`src/rtl/dpram_fifo_ctrl_if.sv`:
```
// rtl/dpram_fifo_ctrl_if.sv - push/pop stream and dpram port bundle for dpram_fifo_ctrl
interface dpram_fifo_ctrl_if #(
  parameter int ADDR_WIDTH = 4,
  parameter int DATA_WIDTH = 32
);
  logic                  flush;
  logic                  wr_valid;
  logic                  wr_ready;
  logic [DATA_WIDTH-1:0] wr_data;
  logic                  rd_valid;
  logic                  rd_ready;
  logic [DATA_WIDTH-1:0] rd_data;
  logic [ADDR_WIDTH+1:0] level;
  logic [ADDR_WIDTH-1:0] ram_waddr;
  logic                  ram_we;
  logic [DATA_WIDTH-1:0] ram_din;
  logic [ADDR_WIDTH-1:0] ram_raddr;
  logic                  ram_re;
  logic [DATA_WIDTH-1:0] ram_dout;

  // Environment side: stream producer/consumer plus the RAM read data.
  modport master (
    output flush, wr_valid, wr_data, rd_ready, ram_dout,
    input  wr_ready, rd_valid, rd_data, level,
    input  ram_waddr, ram_we, ram_din, ram_raddr, ram_re
  );

  // Controller side.
  modport slave (
    input  flush, wr_valid, wr_data, rd_ready, ram_dout,
    output wr_ready, rd_valid, rd_data, level,
    output ram_waddr, ram_we, ram_din, ram_raddr, ram_re
  );
endinterface

```
`src/rtl/dpram_fifo_ctrl.sv`:
```
// rtl/dpram_fifo_ctrl.sv - RAM-backed stream FIFO controller with 2-entry prefetch buffer
module dpram_fifo_ctrl #(
  parameter int ADDR_WIDTH = 4,
  parameter int DATA_WIDTH = 32
) (
  input logic                clk,
  input logic                rst,
  dpram_fifo_ctrl_if.slave   bus
);
  localparam int PW = ADDR_WIDTH + 1;
  localparam int LW = ADDR_WIDTH + 2;

  logic [PW-1:0]         wptr;
  logic [PW-1:0]         rptr;
  logic [PW-1:0]         ram_cnt;
  logic                  inflight;
  logic [1:0]            buf_cnt;
  logic [1:0]            cnt_after;
  logic [1:0]            occ;
  logic [DATA_WIDTH-1:0] buf0;
  logic [DATA_WIDTH-1:0] buf1;
  logic                  push;
  logic                  pop;
  logic                  fetch;

  // Handshakes, fetch decision and RAM port drive. ram_cnt never exceeds
  // DEPTH, so its top bit alone marks the RAM as full.
  always_comb begin
    ram_cnt   = wptr - rptr;
    push      = bus.wr_valid & ~ram_cnt[ADDR_WIDTH] & ~bus.flush & ~rst;
    pop       = (buf_cnt != 2'd0) & bus.rd_ready;
    cnt_after = buf_cnt - {1'b0, pop};
    // inflight + buf_cnt never exceeds 2, so occ fits in two bits.
    occ       = {1'b0, inflight} + cnt_after;
    fetch     = ~bus.flush & (ram_cnt != '0) & (occ < 2'd2);

    bus.wr_ready  = ~ram_cnt[ADDR_WIDTH];
    bus.rd_valid  = (buf_cnt != 2'd0);
    bus.rd_data   = (buf_cnt != 2'd0) ? buf0 : '0;
    bus.level     = LW'(ram_cnt) + LW'(inflight) + LW'(buf_cnt);
    bus.ram_we    = push;
    bus.ram_waddr = wptr[ADDR_WIDTH-1:0];
    bus.ram_din   = bus.wr_data;
    bus.ram_re    = fetch;
    bus.ram_raddr = rptr[ADDR_WIDTH-1:0];
  end

  // Pointers and the read-in-flight flag; flush drops any pending read.
  always_ff @(posedge clk or posedge rst) begin
    if (rst) begin
      wptr     <= '0;
      rptr     <= '0;
      inflight <= 1'b0;
    end else if (bus.flush) begin
      wptr     <= '0;
      rptr     <= '0;
      inflight <= 1'b0;
    end else begin
      if (push)  wptr <= wptr + PW'(1);
      if (fetch) rptr <= rptr + PW'(1);
      inflight <= fetch;
    end
  end

  // Prefetch buffer: pop shifts the skid slot forward, then returning RAM
  // data lands in the first slot left free.
  always_ff @(posedge clk or posedge rst) begin
    if (rst) begin
      buf0    <= '0;
      buf1    <= '0;
      buf_cnt <= 2'd0;
    end else if (bus.flush) begin
      buf_cnt <= 2'd0;
    end else begin
      if (pop && buf_cnt == 2'd2) buf0 <= buf1;
      if (inflight) begin
        if (cnt_after == 2'd0) buf0 <= bus.ram_dout;
        else                   buf1 <= bus.ram_dout;
      end
      buf_cnt <= cnt_after + {1'b0, inflight};
    end
  end
endmodule

```
`src/flat_wrapper.sv`:
```
// flat-port wrapper written by rule: the top's interface ports become plain ports
module dpram_fifo_ctrl_flat 
#(
  parameter int ADDR_WIDTH = 4,
  parameter int DATA_WIDTH = 32
)
  (clk, rst, bus_flush, bus_wr_valid, bus_wr_data, bus_rd_ready, bus_ram_dout, bus_wr_ready, bus_rd_valid, bus_rd_data, bus_level, bus_ram_waddr, bus_ram_we, bus_ram_din, bus_ram_raddr, bus_ram_re);
  dpram_fifo_ctrl_if #(.ADDR_WIDTH(ADDR_WIDTH), .DATA_WIDTH(DATA_WIDTH)) bus_i ();
  input logic clk;
  input logic rst;
  input wire logic [$bits(bus_i.flush)-1:0] bus_flush;
  input wire logic [$bits(bus_i.wr_valid)-1:0] bus_wr_valid;
  input wire logic [$bits(bus_i.wr_data)-1:0] bus_wr_data;
  input wire logic [$bits(bus_i.rd_ready)-1:0] bus_rd_ready;
  input wire logic [$bits(bus_i.ram_dout)-1:0] bus_ram_dout;
  output wire logic [$bits(bus_i.wr_ready)-1:0] bus_wr_ready;
  output wire logic [$bits(bus_i.rd_valid)-1:0] bus_rd_valid;
  output wire logic [$bits(bus_i.rd_data)-1:0] bus_rd_data;
  output wire logic [$bits(bus_i.level)-1:0] bus_level;
  output wire logic [$bits(bus_i.ram_waddr)-1:0] bus_ram_waddr;
  output wire logic [$bits(bus_i.ram_we)-1:0] bus_ram_we;
  output wire logic [$bits(bus_i.ram_din)-1:0] bus_ram_din;
  output wire logic [$bits(bus_i.ram_raddr)-1:0] bus_ram_raddr;
  output wire logic [$bits(bus_i.ram_re)-1:0] bus_ram_re;
  assign bus_i.flush = bus_flush;
  assign bus_i.wr_valid = bus_wr_valid;
  assign bus_i.wr_data = bus_wr_data;
  assign bus_i.rd_ready = bus_rd_ready;
  assign bus_i.ram_dout = bus_ram_dout;
  assign bus_wr_ready = bus_i.wr_ready;
  assign bus_rd_valid = bus_i.rd_valid;
  assign bus_rd_data = bus_i.rd_data;
  assign bus_level = bus_i.level;
  assign bus_ram_waddr = bus_i.ram_waddr;
  assign bus_ram_we = bus_i.ram_we;
  assign bus_ram_din = bus_i.ram_din;
  assign bus_ram_raddr = bus_i.ram_raddr;
  assign bus_ram_re = bus_i.ram_re;
  dpram_fifo_ctrl #(.ADDR_WIDTH(ADDR_WIDTH), .DATA_WIDTH(DATA_WIDTH)) u_core (.clk(clk), .rst(rst), .bus(bus_i));
endmodule
```
`config.mk`:
```
export PLATFORM = sky130hd
export DESIGN_NAME = dpram_fifo_ctrl_flat
export DESIGN_NICKNAME = d
export VERILOG_FILES = /design/src/rtl/dpram_fifo_ctrl_if.sv /design/src/rtl/dpram_fifo_ctrl.sv /design/src/flat_wrapper.sv
export SDC_FILE = /design/constraint.sdc
export NUM_CORES = 1
export LEC_CHECK = 0
export BUFFER_PORTS_ARGS = -buffer_cell sky130_fd_sc_hd__buf_4
export CAP_MARGIN = 20
export CORE_MARGIN = 2
export CORE_UTILIZATION = 55
export CTS_BUF_LIST = sky130_fd_sc_hd__clkbuf_4 sky130_fd_sc_hd__clkbuf_8
export DETAILED_ROUTE_END_ITERATION = 6
export PLACE_DENSITY = 0.85
export SETUP_SLACK_MARGIN = 0.1
export SYNTH_ARGS = -nofsm -noshare
export SYNTH_HDL_FRONTEND = slang
export SYNTH_SLANG_ARGS = --single-unit
```
`constraint.sdc`:
```
create_clock -name clk -period 3.77 [get_ports clk]
set_clock_uncertainty 0.2 [all_clocks]
set_input_delay 0.5655 -clock clk [delete_from_list [all_inputs] [get_ports clk]]
set_output_delay 0.5655 -clock clk [all_outputs]
set_load 0.02 [all_outputs]
```
==> impl_metrics.csv, run 1 <==
group,metric,value,unit
outcome,status,"completed",
global_routing,grt_max_degree,61,
power_and_ir_drop,leakage,2.16,nW
clock_network,hold_buffers,0,
finish,final_common_cell,"buf_4",
placement,dp_cells,526,
timing,worstMarginPinSlew,0.687,ns
clock_network,cts-buffers-inserted,9,
timing,fin_crit,3.43,ns
placement,dp_worst_setup_slack,0.728,ns
route,dr.pass1.iters,4,
worst_setup_path,cp_top_family,"adder cells",
timing,timing.final.max_slew_violations,0,
floorplanning,die_y,90.2,µm
worst_setup_path,end_kind,"primary output",
yosys,synth_nets,478,
yosys,synth_ff_type,"dfrtp_1",
timing,rsz0062_at_grt,"false",
route,drt_iter0_markers,81,
timing,finalSetupTns,0,ns
worst_setup_path,cp-start-kind,"flip-flop",
route,num_vias,2975,
power_and_ir_drop,power_frac_clock,14.3,%
clock_network,h-tree-depth,3,
floorplanning,start_util,56.7,%
timing,slew_headroom,54.0,%
yosys,synthCells,397,
worst_setup_path,path_max_fanout,4,
finish,n_fill_cell,581,
floorplanning,dieWidth,90.2,µm
yosys,ys_seq_elements,77,
timing,period_share,90.9,%
yosys,yosysWarnings,0,
timing,max_freq,0.292,GHz
finish,syn_to_final_growth,15.5,%
clock_network,numClockSinks,77,
global_routing,gr-usage-all-layers,21.5,%
global_routing,overflow,0,
floorplanning,ioPinCount,151,
worst_setup_path,path_buf_inv,3,
route,routed_wirelength,8520,µm
yosys,async_flop_share,100,%
floorplanning,core_area,0.00721,mm²
worst_hold_path,holdCritPathClass,"in2async",
worst_setup_path,cp_cell_sequence,"inv_1 > ha_1 > inv_1 > fa_1 > ha_1 > nor2b_1 > o21ai_0 > xor2_1 > buf_4",
placement,numPortBuffers,86,
global_routing,grt_pass1_vias,2899,
power_and_ir_drop,power,3.71,mW
timing,postLayoutSetupSlackWorst,0.343,ns
placement,place_congestion,0.851,
worst_setup_path,required,3.00,ns
timing,finalHoldViolations,0,
timing,finalSetupViolCount,0,
yosys,synth_edf_count,0,
finish,drive_above_1_share,33.3,%
global_routing,antenna_found_initial,0,
finish,diodes,0,
route,ant_nets,0,
clock_network,cts_buffer_depth,2,
power_and_ir_drop,vdd.ir_drop.worst,0.000403,V
worst_setup_path,critPathSlowestCell,"fa_1",
worst_setup_path,worst-setup-path-type,"reg2out",
finish,final_cell_mix,"buf_4, dfrtp_1, nand2_1, nor2b_1",
global_routing,grt_pass1_wl,14200,µm
clock_network,post-cts-setup-buffers,0,
yosys,synth.cell_area,0.00409,mm²
clock_network,cts_tree,"built",
route,drc,0,
clock_network,cts_resized,0,
timing,hold_ws,0.0228,ns
power_and_ir_drop,power_frac_seq,37.0,%
power_and_ir_drop,power.internal,2.26,mW
run,cap_violations,0,
floorplanning,rows,31,
clock_network,clock_latency,0.33,ns
placement,hpwl,5600,µm
yosys,yosysSeqAreaShare,47.1,%
power_and_ir_drop,combPwrFrac,48.7,%
worst_setup_path,max_stage_delay,0.57,ns
worst_setup_path,worstPathArrival,2.66,ns
yosys,syn_area_per_cell,10.3,µm²
clock_network,clkTransAtPathRegs,0.08,ns
finish,fin_nets,520,
yosys,synth.distinct_cells,36,
floorplanning,dieArea,0.00814,mm²
route,viasPerCell,5.50,
route,wl_per_cell,15.7,µm
power_and_ir_drop,switching_share,39.2,%
clock_network,root_buffer,"clkbuf_8",
power_and_ir_drop,power_density,786,mW/mm²
finish,stdcell_count,541,
power_and_ir_drop,power.switching,1.46,mW
==> flip-flops by register name (all words and copies together), names as in the netlist <==
name / cells
u_core.wptr: 5
u_core.buf1: 32
u_core.inflight: 1
u_core.buf0: 32
u_core.buf_cnt: 2
u_core.rptr: 5
==> cell usage after synthesis, drive strengths merged (2+ instances only) <==
master	n	area, µm²
clkbuf	15	56.3
a21oi	7	35.0
or4	2	15.0
mux2	33	372
nand3b	2	15.0
fa	3	60.1
nand4	2	12.5
xor2	7	61.3
nor2	8	30.0
o31ai	2	15.0
nand3	3	15.0
xnor2	3	33.8
a22oi	32	240
and3	2	12.5
or3	2	12.5
inv	13	48.8
nor3	6	41.3
ha	9	113
o21ai	39	195
dfrtp	77	1930
nand2	37	139
buf	48	340
nor2b	37	231
==> area by class of cell <==
| class | count | area (µm²) | area share (%) |
|---|---|---|---|
| flip-flops and latches | 77 | 1930 | 40.8 |
| clock buffers | 10 | 138 | 2.91 |
| multi-input cells | 244 | 1730 | 36.6 |
| clock inverters | 4 | 26.3 | 0.556 |
| inverters | 13 | 50.0 | 1.06 |
| well taps | 99 | 124 | 2.62 |
| repair buffers | 94 | 731 | 15.5 |
==> power by group through the flow <==
stage	logic (mW)	registers, mW	clock network (mW)
detailed placement	1.81	1.39	0
CTS	1.82	1.37	0.547
floorplan	1.32	1.33	0
finish	1.81	1.37	0.529
global route	1.98	1.42	0.575
global placement	1.76	1.36	0
==> through the flow <==
stage / utilization (%) / area (µm²)
floorplan: - / 4090
global placement: 62.9 / 4540
detailed placement: 62.9 / 4540
CTS: 65.2 / 4700
global route: 65.5 / 4720
finish: 65.5 / 4720
==> metal layers <==
| metal | vias to the layer above | track usage, % | share of wire [%] |
|---|---|---|---|
| li1 | 1393 | - | - |
| met1 | 1466 | 28.5 | 43 |
| met2 | 96 | 34.6 | 49 |
| met3 | 20 | 5.70 | 6.6 |
| met4 | 0 | 7.44 | 1.2 |
| met5 | - | 0 | 0 |
==> cell families after synthesis <==
| family | count (synthesis) | synth area share [%] |
|---|---|---|
| simple gates | 104 | 13.3 |
| compound gates | 85 | 13.1 |
| flops | 77 | 47.1 |
| buf+inv | 76 | 10.9 |
| mux | 33 | 9.09 |
| fa+ha+maj | 12 | 4.22 |
| xor+xnor | 10 | 2.33 |
==> worst paths after layout <==
check / start / end / slack, ns / cells past startpoint
setup / recovery: u_core.wptr[0]$_DFFE_PP0P_ / bus_level[3] / 0.34 / 9
hold / removal: rst / u_core.wptr[0]$_DFFE_PP0P_ / 0.02 / 2
setup reg to reg: u_core.wptr[0]$_DFFE_PP0P_ / u_core.rptr[4]$_DFFE_PP0P_ / 0.94 / 11
hold reg to reg: u_core.buf0[31]$_DFFE_PP0N_ / u_core.buf0[31]$_DFFE_PP0N_ / 0.28 / 2
max in group asynchronous: rst / u_core.buf0[31]$_DFFE_PP0N_ / 2.51 / 4
min in group clk: bus_ram_dout[3] / u_core.buf1[3]$_DFFE_PP0P_ / 0.27 / 2
No activity file was read; power rests on OpenSTA's default activity.
==> run 2, diff against run 1 <==
==> constraint.sdc (replaced) <==
create_clock -name clk -period 4.1 [get_ports clk]
set_clock_uncertainty 0.2 [all_clocks]
set_input_delay 0.615 -clock clk [delete_from_list [all_inputs] [get_ports clk]]
set_output_delay 0.615 -clock clk [all_outputs]
set_load 0.02 [all_outputs]
==> impl_metrics.csv, run 2 (synthesized netlist as in run 1, its figures left out) <==
group,metric,value,unit
outcome,status,"completed",
power_and_ir_drop,power_density,742,mW/mm²
route,ant_nets,0,
timing,timing.final.max_slew_violations,0,
worst_setup_path,required,3.28,ns
global_routing,overflow,0,
run,cap_violations,0,
finish,reg_top3,"u_core.buf0 (32), u_core.buf1 (32)",
placement,hpwl,5740,µm
floorplanning,dieArea,0.00814,mm²
timing,rsz0062_at_grt,"false",
floorplanning,die_y,90.2,µm
worst_setup_path,path_max_fanout,11,
finish,syn_to_final_growth,15.7,%
route,dr.pass1.iters,5,
finish,diodes,0,
clock_network,numClockSinks,77,
finish,final_common_cell,"buf_4",
floorplanning,start_util,56.7,%
worst_setup_path,path_buf_inv,3,
route,num_vias,2918,
finish,final_cell_mix,"buf_4, dfrtp_1, nand2_1, nor2b_1",
worst_setup_path,cp-startpoint,"u_core.wptr[0]$_DFFE_PP0P_",
worst_setup_path,critPathSlowestCell,"a21oi_1",
clock_network,clkTransAtPathRegs,0.08,ns
floorplanning,ioPinCount,151,
clock_network,hold_buffers,0,
clock_network,cts_tree,"built",
route,drc,0,
timing,finalSetupViolCount,0,
worst_hold_path,holdCritPathClass,"in2async",
timing,max_freq,0.277,GHz
clock_network,root_buffer,"clkbuf_8",
timing,worstMarginPinSlew,0.836,ns
timing,finalHoldViolations,0,
worst_setup_path,path_common_cell,"inv_1",
worst_setup_path,cp-start-kind,"flip-flop",
worst_setup_path,end_kind,"primary output",
finish,final_core_util,65.6,%
timing,period_share,88.0,%
route,drt_iter0_markers,153,
placement,numPortBuffers,86,
finish,drive_above_1_share,33.1,%
route,routed_wirelength,8360,µm
finish,stdcell_count,540,
route,wl_per_cell,15.5,µm
worst_setup_path,worstPathArrival,2.79,ns
power_and_ir_drop,vdd.ir_drop.worst,0.000341,V
route,viasPerCell,5.40,
worst_setup_path,cp_top_family,"compound AO/OA/AOI/OAI gates",
timing,slew_headroom,44.2,%
worst_setup_path,worst-setup-path-type,"reg2out",
floorplanning,core_area,0.00721,mm²
clock_network,clock_latency,0.34,ns
timing,fin_crit,3.61,ns
clock_network,cts_buffer_depth,2,
floorplanning,dieWidth,90.2,µm
finish,fin_nets,519,
placement,dp_cells,526,
worst_setup_path,reg2reg_from,"u_core.buf_cnt[1]$_DFF_PP0_",
global_routing,grt_pass1_vias,3045,
global_routing,grt_max_degree,51,
placement,place_congestion,0.799,
finish,n_fill_cell,595,
global_routing,grt_pass1_wl,14300,µm
clock_network,cts_resized,0,
worst_setup_path,cp_cell_sequence,"inv_1 > ha_1 > inv_1 > fa_1 > xor2_1 > nor3b_1 > o21ai_1 > a21oi_1 > nor3_1 > buf_4",
clock_network,h-tree-depth,3,
clock_network,post-cts-setup-buffers,0,
global_routing,antenna_found_initial,0,
floorplanning,rows,31,
power_and_ir_drop,leakage,2.16,nW
clock_network,cts-buffers-inserted,9,
global_routing,gr-usage-all-layers,21.7,%
timing,finalSetupTns,0,ns
worst_setup_path,max_stage_delay,0.54,ns
[run 2: metal layers]
layer	part of all wire, %	routed length [µm]	up-vias	global-route usage (%)
met1	42	3500	1388	27.2
li1	-	-	1394	-
met4	2.4	204	0	8.33
met2	49	4060	110	35.7
met3	7.1	594	26	6.20
met5	0	0	-	0
[run 2: through the flow]
step / hold slack (ns) / instance area (µm²) / setup WS, ns / power (mW)
floorplan: 0.242 / 4090 / 1.10 / 2.43
global placement: 0.255 / 4530 / 0.983 / 2.85
detailed placement: 0.263 / 4530 / 0.877 / 2.93
CTS: 0.245 / 4730 / 0.493 / 3.55
global route: 0.292 / 4730 / 0.275 / 3.76
finish: 0.223 / 4730 / 0.490 / 3.51
[run 2: final timing paths]
kind                                                to  slack, ns  cells past startpoint
setup / recovery                            bus_ram_re       0.49                     10
hold / removal              u_core.wptr[1]$_DFFE_PP0P_       0.22                      2
setup reg to reg           u_core.buf0[11]$_DFFE_PP0N_       1.11                     10
hold reg to reg            u_core.buf0[18]$_DFFE_PP0N_       0.27                      2
max in group asynchronous   u_core.buf1[9]$_DFFE_PP0P_       2.60                      3
min in group clk           u_core.buf0[18]$_DFFE_PP0N_       0.27                      2
[run 2: worst register-to-register path: cells and delay by family, from the launching register on]
kind                     cells  cell delay (ns)
flip-flops                   1             0.49
XOR/XNOR                     1             0.20
AND/OR/NAND/NOR              4             1.01
buffers and inverters        2             0.57
adder cells (fa/ha/maj)      1             0.20
AO/OA/AOI/OAI                2             0.25
[run 2: final cells by class]
cell class,instances,area [µm²],area share [%]
Tap cell,99,124,2.62
Clock inverter,4,75.1,1.59
Inverter,13,50.0,1.06
Multi-Input combinational cell,244,1730,36.5
Timing Repair Buffer,93,698,14.8
Clock buffer,10,131,2.78
Sequential cell,77,1930,40.7
[run 2: report_power, final]
group,leakage (nW),internal (mW),switching (mW)
registers,0.960,1.09,0.179
clock network,0.0979,0.343,0.266
logic,1.10,0.747,0.891
==> run 3, diff against run 2 <==
--- a/config.mk
+++ b/config.mk
@@ -10,6 +10,7 @@
 export CORE_MARGIN = 2
 export CORE_UTILIZATION = 55
 export CTS_BUF_LIST = sky130_fd_sc_hd__clkbuf_4 sky130_fd_sc_hd__clkbuf_8
+export CTS_CLUSTER_DIAMETER = 100
 export DETAILED_ROUTE_END_ITERATION = 6
 export PLACE_DENSITY = 0.85
 export SETUP_SLACK_MARGIN = 0.1
==> constraint.sdc (replaced) <==
create_clock -name clk -period 4.1 [get_ports clk]
set_clock_uncertainty 0.2 [all_clocks]
set_input_delay 0.41 -clock clk [delete_from_list [all_inputs] [get_ports clk]]
set_output_delay 0.41 -clock clk [all_outputs]
set_load 0.02 [all_outputs]
==> impl_metrics.csv, run 3 (synthesized netlist as in run 1, its figures left out) <==
group,metric,value,unit
route,ant_nets,0,
timing,finalSetupViolCount,0,
global_routing,gr-usage-all-layers,23.2,%
finish,drive_above_1_share,33.2,%
timing,hold_ws,0.0968,ns
worst_setup_path,worstPathArrival,2.84,ns
worst_setup_path,cp-start-kind,"flip-flop",
global_routing,antenna_found_initial,0,
route,drc,0,
power_and_ir_drop,power_frac_seq,36.0,%
worst_setup_path,cp_top_family,"compound AO/OA/AOI/OAI gates",
route,route.met2.wl,4410,µm
worst_setup_path,path_max_fanout,11,
finish,fin_nets,519,
clock_network,cts_tree,"built",
power_and_ir_drop,power_density,740,mW/mm²
finish,reg_top3,"u_core.buf0 (32), u_core.buf1 (32)",
timing,finalHoldViolations,0,
route,routed-wl-met3,588,µm
finish,final_cell_mix,"buf_4, dfrtp_1, nand2_1, nor2b_1",
floorplanning,dieWidth,90.2,µm
finish,n_fill_cell,612,
route,dr.pass1.iters,5,
placement,dp_worst_setup_slack,1.06,ns
power_and_ir_drop,power_frac_clock,16.9,%
worst_setup_path,cp_cell_sequence,"inv_1 > ha_1 > inv_1 > fa_1 > xor2_1 > nor3b_1 > o21ai_1 > a21oi_1 > nor3_1 > buf_4",
route,viasPerCell,5.57,
clock_network,h-tree-depth,3,
power_and_ir_drop,leakage,2.16,nW
timing,period_share,84.2,%
route,wl_met1,3630,µm
route,routed_wirelength,8820,µm
timing,max_freq,0.290,GHz
floorplanning,rows,31,
route,highest_layer,"met4",
timing,finalSetupTns,0,ns
global_routing,grt_max_degree,51,
clock_network,clkTransAtPathRegs,0.09,ns
global_routing,grt_pass1_wl,15200,µm
worst_setup_path,end_kind,"primary output",
power_and_ir_drop,power,3.50,mW
power_and_ir_drop,vdd.ir_drop.worst,0.000370,V
power_and_ir_drop,switching_share,39.1,%
floorplanning,core_area,0.00721,mm²
route,drt_iter0_markers,122,
finish,regArea,0.00193,mm²
worst_setup_path,worst-setup-path-type,"reg2out",
run,cap_violations,0,
clock_network,cts_buffer_depth,2,
worst_setup_path,path_common_cell,"inv_1",
timing,fin_crit,3.45,ns
route,wl_per_cell,16.3,µm
clock_network,numClockSinks,77,
finish,syn_to_final_growth,15.7,%
global_routing,grt_pass1_vias,3207,
outcome,status,"completed",
placement,hpwl,6020,µm
timing,worstMarginPinSlew,0.817,ns
placement,dp_cells,525,
finish,diodes,0,
worst_setup_path,path_buf_inv,3,
timing,postLayoutSetupSlackWorst,0.646,ns
power_and_ir_drop,power.switching,1.37,mW
timing,rsz0062_at_grt,"false",
route,num_vias,3018,
clock_network,cts-buffers-inserted,9,
clock_network,root_buffer,"clkbuf_8",
timing,slew_headroom,45.6,%
floorplanning,start_util,56.7,%
clock_network,clock_latency,0.34,ns
finish,final_common_cell,"buf_4",
finish,stdcell_count,542,
power_and_ir_drop,power.internal,2.13,mW
floorplanning,dieArea,0.00814,mm²
finish,multi_input_area,0.00173,mm²
floorplanning,ioPinCount,151,
placement,place_congestion,0.885,
worst_setup_path,required,3.49,ns
placement,numPortBuffers,86,
worst_setup_path,critPathSlowestCell,"a21oi_1",
floorplanning,die_y,90.2,µm
worst_hold_path,holdCritPathClass,"in2reg",
global_routing,overflow,0,
clock_network,post-cts-setup-buffers,0,
power_and_ir_drop,combPwrFrac,47.0,%
timing,timing.final.max_slew_violations,0,
worst_setup_path,max_stage_delay,0.55,ns
## run 3: layout make-up
cell class,instances,share of cell area [%]
flip-flops and latches,77,40.7
multi-input cells,244,36.5
repair buffers,93,14.8
clock buffers,11,3.07
well taps,99,2.62
clock inverters,5,1.24
inverters,13,1.06
## run 3: power by group through the flow
stage	logic, mW	clock network, mW	registers [mW]
detailed placement	1.66	0	1.28
finish	1.65	0.593	1.26
global route	1.82	0.631	1.30
global placement	1.60	0	1.25
floorplan	1.21	0	1.22
CTS	1.67	0.605	1.26
## run 3: path summary, 6_finish.rpt
check                                                  from                          end  slack, ns  cells after the start
worst max-delay path             u_core.wptr[0]$_DFFE_PP0P_                   bus_ram_re       0.65                     10
worst min-delay path                       bus_ram_dout[12]  u_core.buf1[12]$_DFFE_PP0P_        0.1                      2
worst min register to register  u_core.buf0[27]$_DFFE_PP0N_  u_core.buf0[27]$_DFFE_PP0N_       0.28                      2
min in group asynchronous                               rst   u_core.buf0[7]$_DFFE_PP0N_       0.49                      3
max in group asynchronous                               rst  u_core.buf0[17]$_DFFE_PP0N_       2.26                      4
worst max register to register   u_core.wptr[0]$_DFFE_PP0P_   u_core.rptr[4]$_DFFE_PP0P_       1.15                     10
## run 3: stage by stage
step / instance area [µm²] / util (%)
6_report: 4730 / 65.6
4_1_cts: 4730 / 65.6
5_1_grt: 4730 / 65.6
3_5_place_dp: 4520 / 62.6
3_3_place_gp: 4520 / 62.6
2_1_floorplan: 4090 / -
## run 3: what timing repair did
item / in CTS / in global routing
endpoints found under the setup margin: 0 / 0
hold buffers: 1 / 0
hold endpoints to repair: 38 / 0
gates resized for setup: 0 / 0
## run 3: routing by layer
metal  up-vias  GRT usage [%]
li1       1404              -
met1      1484           28.3
met2       104           39.3
met3        26           5.78
met4         0           9.74
met5         -              0
